## config.mk

```make
export PLATFORM = sky130hd
export DESIGN_NAME = ssd_mux
export DESIGN_NICKNAME = d
export VERILOG_FILES = /design/src/rtl/ssd_mux.sv
export SDC_FILE = /design/constraint.sdc
export NUM_CORES = 1
export LEC_CHECK = 0
export CORE_ASPECT_RATIO = 1.4
export CORE_MARGIN = 2
export CORE_UTILIZATION = 50
export CTS_CLUSTER_DIAMETER = 200
export DETAILED_ROUTE_END_ITERATION = 6
export DONT_BUFFER_PORTS = 1
export PLACE_DENSITY = 0.67
export SYNTH_ARGS = -nofsm -noshare
export SYNTH_HDL_FRONTEND = slang
export SYNTH_SLANG_ARGS = --single-unit
```

## constraint.sdc

```tcl
create_clock -name ssd_mux_port_clk -period 6.3 [get_ports ssd_mux_port_clk]
set_clock_uncertainty 0.05 [all_clocks]
set_input_delay 0.945 -clock ssd_mux_port_clk [delete_from_list [all_inputs] [get_ports ssd_mux_port_clk]]
set_output_delay 0.945 -clock ssd_mux_port_clk [all_outputs]
set_load 0.01 [all_outputs]
```

## src/rtl/ssd_mux.sv

```systemverilog
// Eight-digit multiplexed seven-segment driver; input data is latched once per frame.
// Define SSD_MUX_BLANK_EN to enable leading-zero blanking of digits 1..7.
module ssd_mux #(
    parameter int DIV = 100000
) (
    input  logic        ssd_mux_port_clk,
    input  logic        ssd_mux_port_rst,
    input  logic        ssd_mux_port_en,
    input  logic [31:0] ssd_mux_port_data,
    input  logic [7:0]  ssd_mux_port_dp,
    output logic [6:0]  ssd_mux_port_ssd,
    output logic        ssd_mux_port_odp,
    output logic [7:0]  ssd_mux_port_an,
    output logic        ssd_mux_port_tick
);

    localparam int            CW         = (DIV > 1) ? $clog2(DIV) : 1;
    localparam logic [CW-1:0] PRESC_LAST = CW'(DIV - 1);

    logic [CW-1:0] presc_q, presc_d;
    logic [2:0]    idx_q, idx_d;
    logic [31:0]   shData_q, shData_d;
    logic [7:0]    shDp_q, shDp_d;
    logic          tick_q, tick_d;
    logic [7:0]    an_q, an_d;
    logic [6:0]    ssd_q, ssd_d;
    logic          odp_q, odp_d;
    logic [3:0]    nibble;

    function automatic logic [6:0] hexGlyph(input logic [3:0] value);
        logic [6:0] seg;
        case (value)
            4'h0:    seg = 7'h40;
            4'h1:    seg = 7'h79;
            4'h2:    seg = 7'h24;
            4'h3:    seg = 7'h30;
            4'h4:    seg = 7'h19;
            4'h5:    seg = 7'h12;
            4'h6:    seg = 7'h02;
            4'h7:    seg = 7'h78;
            4'h8:    seg = 7'h00;
            4'h9:    seg = 7'h10;
            4'hA:    seg = 7'h08;
            4'hB:    seg = 7'h03;
            4'hC:    seg = 7'h46;
            4'hD:    seg = 7'h21;
            4'hE:    seg = 7'h06;
            default: seg = 7'h0E;
        endcase
        return seg;
    endfunction

    // Shadow registers only refresh on the 7->0 wrap so one frame never mixes two inputs.
    always_comb begin
        presc_d  = presc_q;
        idx_d    = idx_q;
        shData_d = shData_q;
        shDp_d   = shDp_q;
        tick_d   = 1'b0;
        if (ssd_mux_port_en) begin
            if (presc_q == PRESC_LAST) begin
                presc_d = '0;
                idx_d   = idx_q + 3'd1;
                tick_d  = 1'b1;
                if (idx_q == 3'd7) begin
                    shData_d = ssd_mux_port_data;
                    shDp_d   = ssd_mux_port_dp;
                end
            end else begin
                presc_d = presc_q + CW'(1);
            end
        end
    end

    always_comb begin
        nibble = shData_q[{idx_q, 2'b00} +: 4];
        an_d   = ~(8'd1 << idx_q);
        ssd_d  = hexGlyph(nibble);
        odp_d  = ~shDp_q[idx_q];
`ifdef SSD_MUX_BLANK_EN
        // A digit is blank when it and every more-significant nibble are zero.
        if ((idx_q != 3'd0) && ((shData_q >> {idx_q, 2'b00}) == 32'd0)) begin
            ssd_d = 7'h7F;
        end
`endif
    end

    always_ff @(posedge ssd_mux_port_clk or negedge ssd_mux_port_rst) begin
        if (!ssd_mux_port_rst) begin
            presc_q  <= '0;
            idx_q    <= 3'd0;
            shData_q <= 32'd0;
            shDp_q   <= 8'd0;
            tick_q   <= 1'b0;
            an_q     <= 8'hFF;
            ssd_q    <= 7'h7F;
            odp_q    <= 1'b1;
        end else begin
            presc_q  <= presc_d;
            idx_q    <= idx_d;
            shData_q <= shData_d;
            shDp_q   <= shDp_d;
            tick_q   <= tick_d;
            an_q     <= an_d;
            ssd_q    <= ssd_d;
            odp_q    <= odp_d;
        end
    end

    assign ssd_mux_port_ssd  = ssd_q;
    assign ssd_mux_port_odp  = odp_q;
    assign ssd_mux_port_an   = an_q;
    assign ssd_mux_port_tick = tick_q;

endmodule
```

==> summary.txt <==
Yosys
  – Largest cells by area after synthesis: dfrtp_1 42%, mux2_1 12%, dfstp_2 12%, mux4_1 6.6%, ha_1 4.2%
  – Post-synth cell types: 40
  – Post-Syn Area: between 3000 and 4000 sq um
  – Synth Net Count: about 320
  – Asr flop ratio synth: 100.0%
  – Top_reg_cell synth: dfrtp_1
  – Yosys top cell by area: dfrtp_1
  – Mapped Cells: ~260
  – Ys Warns: 0
  – #FFs+latches synth: just under 80
  – Number of synthesized flops with an enable pin: 0
  – Sequential share of the synthesized area: between 50% and 60%
  – Commonest cells post-synth: 61 x dfrtp_1, 40 x mux2_1, 18 x nand2_1
  – Synth top area share: a little over two fifths
  – Count leader, synth: dfrtp_1
  – Avg Synthesized Cell Area: ~14 sq um

Worst setup path
  – Crit path max-delay family: simple AND/OR/NAND/NOR gates
  – Critical-path top delay cell: and2_2
  – Setup slack, reg-to-reg: about 3.4 ns
  – CP Data Arrival Time: about 3.0 ns
  – Buf/Inv on CP: 0
  – R2R Path Start: presc_q[0]
  – Crit path cell chain: ha_1 -> nand4bb_1 -> and4bb_1 -> and2_2 -> mux2_1
  – Setup CP Type: reg -> reg
  – CP peak stage delay: 0.85 ns
  – Crit. End Element: flop
  – R2R Path End: shDp_q[1]
  – CP Launch Type: flop
  – Path depth of the worst reg2reg path: 5
  – Crit path max fanout: 40
  – Crit path required time: ~6.5 ns

Place
  – HPWL Detailed: between 4 and 5 mm
  – Port bufs: 0
  – Final GP Congestion: between 0.9 and 1

GRT
  – Initial antenna violation count: 0
  – Maximum number of pins on one net before global-route repair: 78
  – First-pass GRT wire length: about 10 mm
  – Vias in the first global route: about 2100
  – Total Routing Usage GR: roughly 17%
  – GRT overflow: 0

CTS
  – Hold-fix buffers, CTS: 0
  – Setup bufs post-CTS: 0
  – Worst-path clk slew: 0.08 ns
  – TritonCTS clock tree: yes
  – Clk_lat worst skew: 0.34 ns
  – CTS Buf Count: 9
  – Cts repair resizes: 0
  – H-Tree Depth: 3
  – Longest Clk Path Bufs: 2
  – Clk sinks: just under 80
  – Root Buffer: clkbuf_8

Power
  – Sw frac: between 20% and 30%
  – Flop pwr share: between 50% and 60%
  – VDD IR max: roughly 0.00016 V
  – Power Internal: ~0.00073 W
  – Clk pwr share: between 40 and 50%
  – Pwr/cell area: ~240 nW/um^2
  – Sw power: 0.0001955 W
  – Comb power frac: 2.5%
  – Pleak: approximately 1.9 nW
  – Design Power: roughly 0.00092 W

Timing
  – Final setup viols: 0
  – Crit share post-route: between 40 and 50%
  – Worst slew pin tran: roughly 0.94 ns
  – Worst slew margin: 37.59%
  – Peak Freq: approximately 350 MHz
  – Final hold vios: 0
  – TNS Setup: 0 ns
  – Max-slew violation count: 0
  – Post-layout minimum cycle time: 2.864 ns
  – RSZ-0062 raised after global routing: false

Floorplan
  – Area of the die: 7922 sq um
  – Core area: about 7000 sq um
  – Ports: 60
  – Initial Utilization: between 50% and 60%
  – Die W: around 76 microns
  – Die extent in y: around 100 microns
  – Cell row count: 36

Cells and area
  – Area grow syn2layout: 6.623%
  – Share of cells above drive strength 1: 13.48%
  – ANT cells: 0
  – Nets@finish: roughly 320

Run
  – Max-Cap Viols: 0

Detailed routing
  – Final antenna-violating net count: 0
  – Routed wire per std cell: approximately 17 microns
  – DRT Wirelength: between 6 and 7 mm
  – DRC: 0
  – Routed vias: between 2000 and 2500
  – Initial DRC count: slightly below 100
  – Drt pass-1 iters: 4
  – Via-per-instance ratio: ~5.5

Hold path
  – Classification of the worst-slack hold path: in -> async

Outcome
  – Outcome: completed
stage by stage:
| stage | instances | util, % | area, sq um | hold slack, ns | worst slack [ns] |
|---|---|---|---|---|---|
| after floorplan | 262 | - | 3608 | 0.3861 | 3.811 |
| after global placement | 346 | 52.28 | 3650 | 0.4094 | 3.383 |
| after detailed placement | 346 | 52.28 | 3650 | 0.4188 | 3.299 |
| after CTS | 362 | 55.11 | 3847 | 0.2218 | 3.390 |
| after global routing | 362 | 55.11 | 3847 | 0.2122 | 3.222 |
| final | 362 | 55.11 | 3847 | 0.2481 | 3.436 |
how the worst max path moves through the flow:
| stage | startpoint | to | slack, ns | depth (start not counted) |
|---|---|---|---|---|
| after floorplan | ssd_mux_port_en | shData_q[0] | 3.81 | 8 |
| after CTS | presc_q[0] | shDp_q[1] | 3.39 | 5 |
| final | presc_q[0] | shDp_q[1] | 3.44 | 5 |
| after global routing | presc_q[0] | shData_q[2] | 3.22 | 5 |
| after detailed placement | ssd_mux_port_en | shDp_q[1] | 3.30 | 5 |
| after global placement | ssd_mux_port_en | shData_q[31] | 3.38 | 5 |
cell families after synthesis:
kind of cell,after synthesis,synth area share [%]
XOR/XNOR,14,3.398
flip-flops,77,53.95
AO/OA/AOI/OAI,16,2.948
buffers and inverters,24,3.537
AND/OR/NAND/NOR,56,8.252
adder cells (fa/ha/maj),12,4.161
multiplexers,63,23.75
area by class of cell:
class | instances | area (sq um)
Fill cell | 599 | 3134
Clock buffer | 14 | 162.7
Multi-Input combinational cell | 161 | 1535
Tap cell | 95 | 118.9
Inverter | 13 | 48.80
Clock inverter | 2 | 35.03
Sequential cell | 77 | 1947
layer usage:
metal / wire [microns] / GRT usage [%] / vias to the layer above
met1: 2494 / 21.59 / 1002
li1: - / - / 932
met4: 126 / 7.018 / 0
met5: 0 / 0 / -
met2: 3232 / 27.16 / 60
met3: 313 / 5.523 / 12
worst reg2reg max path, delay by kind of cell, from the launching register on:
kind	cells	cell delay (ns)
and+or+nand+nor	3	1.55
DFF	1	0.45
muxes	1	0.41
adders and majority gates	1	0.29
flip-flops by register name, summed over array words and instances (netlist names):
| name | flops |
|---|---|
| ssd_mux_port_odp | 1 |
| shData_q | 32 |
| presc_q | 17 |
| ssd_mux_port_an | 8 |
| idx_q | 3 |
| shDp_q | 8 |
| ssd_mux_port_tick | 1 |
| ssd_mux_port_ssd | 7 |
placed cells by master, fill, tap and decap left out, types with 2 or more instances in the layout:
cell type,count
dfrtp_1,61
mux2_1,40
nand2_1,18
dfstp_2,16
inv_1,13
nor2_1,12
ha_1,12
clkbuf_8,11
mux2i_1,10
mux4_1,9
xnor2_1,8
xor2_1,6
o21ai_0,5
nand4_1,5
nand3_1,5
nor3_1,4
a22o_1,3
clkbuf_1,3
nand4bb_1,2
and3_1,2
o21ai_1,2
and4_1,2
power groups by stage:
stage                     clock network [W]  logic (W)  registers (W)
final                              0.000370  0.0000229       0.000530
after floorplan                           0  0.0000198       0.000533
after detailed placement                  0  0.0000233       0.000537
after global routing               0.000407  0.0000272       0.000533
after CTS                          0.000381  0.0000232       0.000529
after global placement                    0  0.0000222       0.000538
Note: power is estimated with default switching activity, not from simulation.
==> RTL change (config.mk and constraints unchanged) <==
Build with the macro `SSD_MUX_BLANK_EN` defined.
--- a/src/rtl/ssd_mux.sv
+++ b/src/rtl/ssd_mux.sv
@@ -2,2 +2,4 @@
 // Define SSD_MUX_BLANK_EN to enable leading-zero blanking of digits 1..7.
+`define SSD_MUX_BLANK_EN
+
 module ssd_mux #(
Function: same outputs for any inputs over 10 cycles, from zero or initial values and one cycle with ssd_mux_port_rst low; that may be too few to reach the edited logic, so the function may still have changed.
==> RTL change against the unedited design <==
Synthesized cell count grew 18%; maximum frequency shrank 6.9%; design area increased by 5.4%; die area up 6.3%; synthesized area grew 6.6%; routed wire length increased by 14%; setup slack worse by 0.21 ns; power down 0.13%; via count is 16% higher; critical path depth fell by 1; sequential cell count unchanged; critical path type unchanged; largest power group unchanged.
==> RTL change: results (changes against the unedited design) <==
status finished clean (unchanged); met1 Use GR 21.9% (was 21.6%); Syn Nets 365 (was 317); Cell Count Post-Placement 392 (was 346); post-DP HPWL 5.12 mm (was 4.34 mm); worst skew pair latency 0.35 ns; Starting DRT DRC Count 102 (was 99); met2 Resource Use GR 29.6% (was 27.2%); CP Max Fanout 26 (was 40); async set-reset flop share out of synthesis 100% (unchanged); P_int 0.720 mW (was 0.727 mW); drt pass-1 iters 4 (unchanged); grt met3 use 5.79% (was 5.52%); # DRC 0 (unchanged); layout cells sized above 1 27.0% (was 13.5%); Pleak 1.88 nW (was 1.92 nW); CTS max path bufs 2 (unchanged); fillers 649 (was 599); Area contributors post-synth dfrtp_1 (40%), mux2_2 (11%), dfstp_2 (11%), mux4_2 (5.3%), ha_1 (4.2%) (was dfrtp_1 (42%), mux2_1 (12%), dfstp_2 (12%), mux4_1 (6.6%), ha_1 (4.2%)); worst slew pin tran 1.05 ns (was 0.936 ns); GP Congestion 0.880 (was 0.922); Data arrival, critical path 3.26 ns (was 3.04 ns); mean post-synth cell area 12.4 sq um (was 13.8 sq um); synth cell count leaders dfrtp_1 (61), mux2_2 (39), nand2_1 (27) (was dfrtp_1 (61), mux2_1 (40), nand2_1 (18)); Gates resized, CTS repair 0 (unchanged); vias per inst 5.72 (was 5.54); H-tree Lvls 3 (unchanged); routed wire length 7.04 mm (was 6.17 mm); register area share after synthesis 50.6% (was 54.0%); maximum vdd drop 0.136 mV (was 0.164 mV); vias in the first global route 2413 (was 2091); Vias 2332 (was 2006); type of the worst min-delay path in2async (unchanged); total global routing track utilization 18.3% (was 17.3%); Distinct cells, synth 46 (was 40); Post-Place Setup Slack 2.94 ns (was 3.30 ns); nets 362 (was 317); first-pass GRT wire length 11.8 mm (was 10.2 mm)
## RTL change: power groups by stage
stage	clock network, mW	registers, mW	logic (mW)
finish	0.365	0.530	0.0264
CTS	0.376	0.530	0.0269
global placement	0	0.538	0.0256
floorplan	0	0.533	0.0240
detailed placement	0	0.539	0.0269
global route	0.398	0.533	0.0293
## RTL change: area by class of cell
type                    instances  area [sq um]  share of cell area [%]
flip-flops and latches         77          1950                    48.0
multi-input cells             207          1750                    43.2
clock buffers                  13           149                    3.67
well taps                      97           121                    2.99
clock inverters                 3          45.0                    1.11
inverters                      11          41.3                    1.02
## RTL change: path summary, 6_finish.rpt
| kind | cells past startpoint | end | slack [ns] | start |
|---|---|---|---|---|
| setup / recovery | 4 | ssd_mux_port_ssd[0]$_DFF_PN1_ | 3.22 | idx_q[0]$_DFFE_PN0P_ |
| hold / removal | 0 | shDp_q[3]$_DFFE_PN0P_ | 0.23 | ssd_mux_port_rst |
| setup reg to reg | 4 | ssd_mux_port_ssd[0]$_DFF_PN1_ | 3.22 | idx_q[0]$_DFFE_PN0P_ |
| hold reg to reg | 1 | presc_q[11]$_DFFE_PN0P_ | 0.45 | presc_q[11]$_DFFE_PN0P_ |
| max in group asynchronous | 0 | ssd_mux_port_odp$_DFF_PN1_ | 5.79 | ssd_mux_port_rst |
| min in group ssd_mux_port_clk | 1 | presc_q[11]$_DFFE_PN0P_ | 0.45 | presc_q[11]$_DFFE_PN0P_ |
## RTL change: worst max-delay path, stage by stage, from the launching register on
cell	delay [ns]
dfrtp_1	1.04
mux4_1	0.70
mux2i_1	0.63
nor2b_1	0.16
o311ai_0	0.37
## RTL change: cells by family (layout without fill, tap and decap cells)
kind of cell	Yosys count	after routing	synth area share (%)
AND/OR/NAND/NOR	86	86	11.3
flip-flops	77	77	50.6
multiplexers	58	58	20.1
AO/OA/AOI/OAI	36	36	6.67
buffers and inverters	25	27	3.87
XOR/XNOR	14	14	3.19
adder cells (fa/ha/maj)	13	13	4.23
## RTL change: through the flow
step                utilization (%)  instance area, sq um  total power, mW  hold slack, ns
detailed placement             52.1                  3860            0.566           0.433
floorplan                         -                  3850            0.557           0.409
global placement               52.1                  3860            0.564           0.431
CTS                            54.7                  4050            0.932           0.215
finish                         54.7                  4050            0.921           0.234
global route                   54.7                  4050            0.960           0.208
## RTL change: per-layer routing
metal / up-vias / share of wire (%)
met5: - / 0
met4: 0 / 1.9
met3: 10 / 5.3
met2: 55 / 51
met1: 1158 / 42
li1: 1109 / -
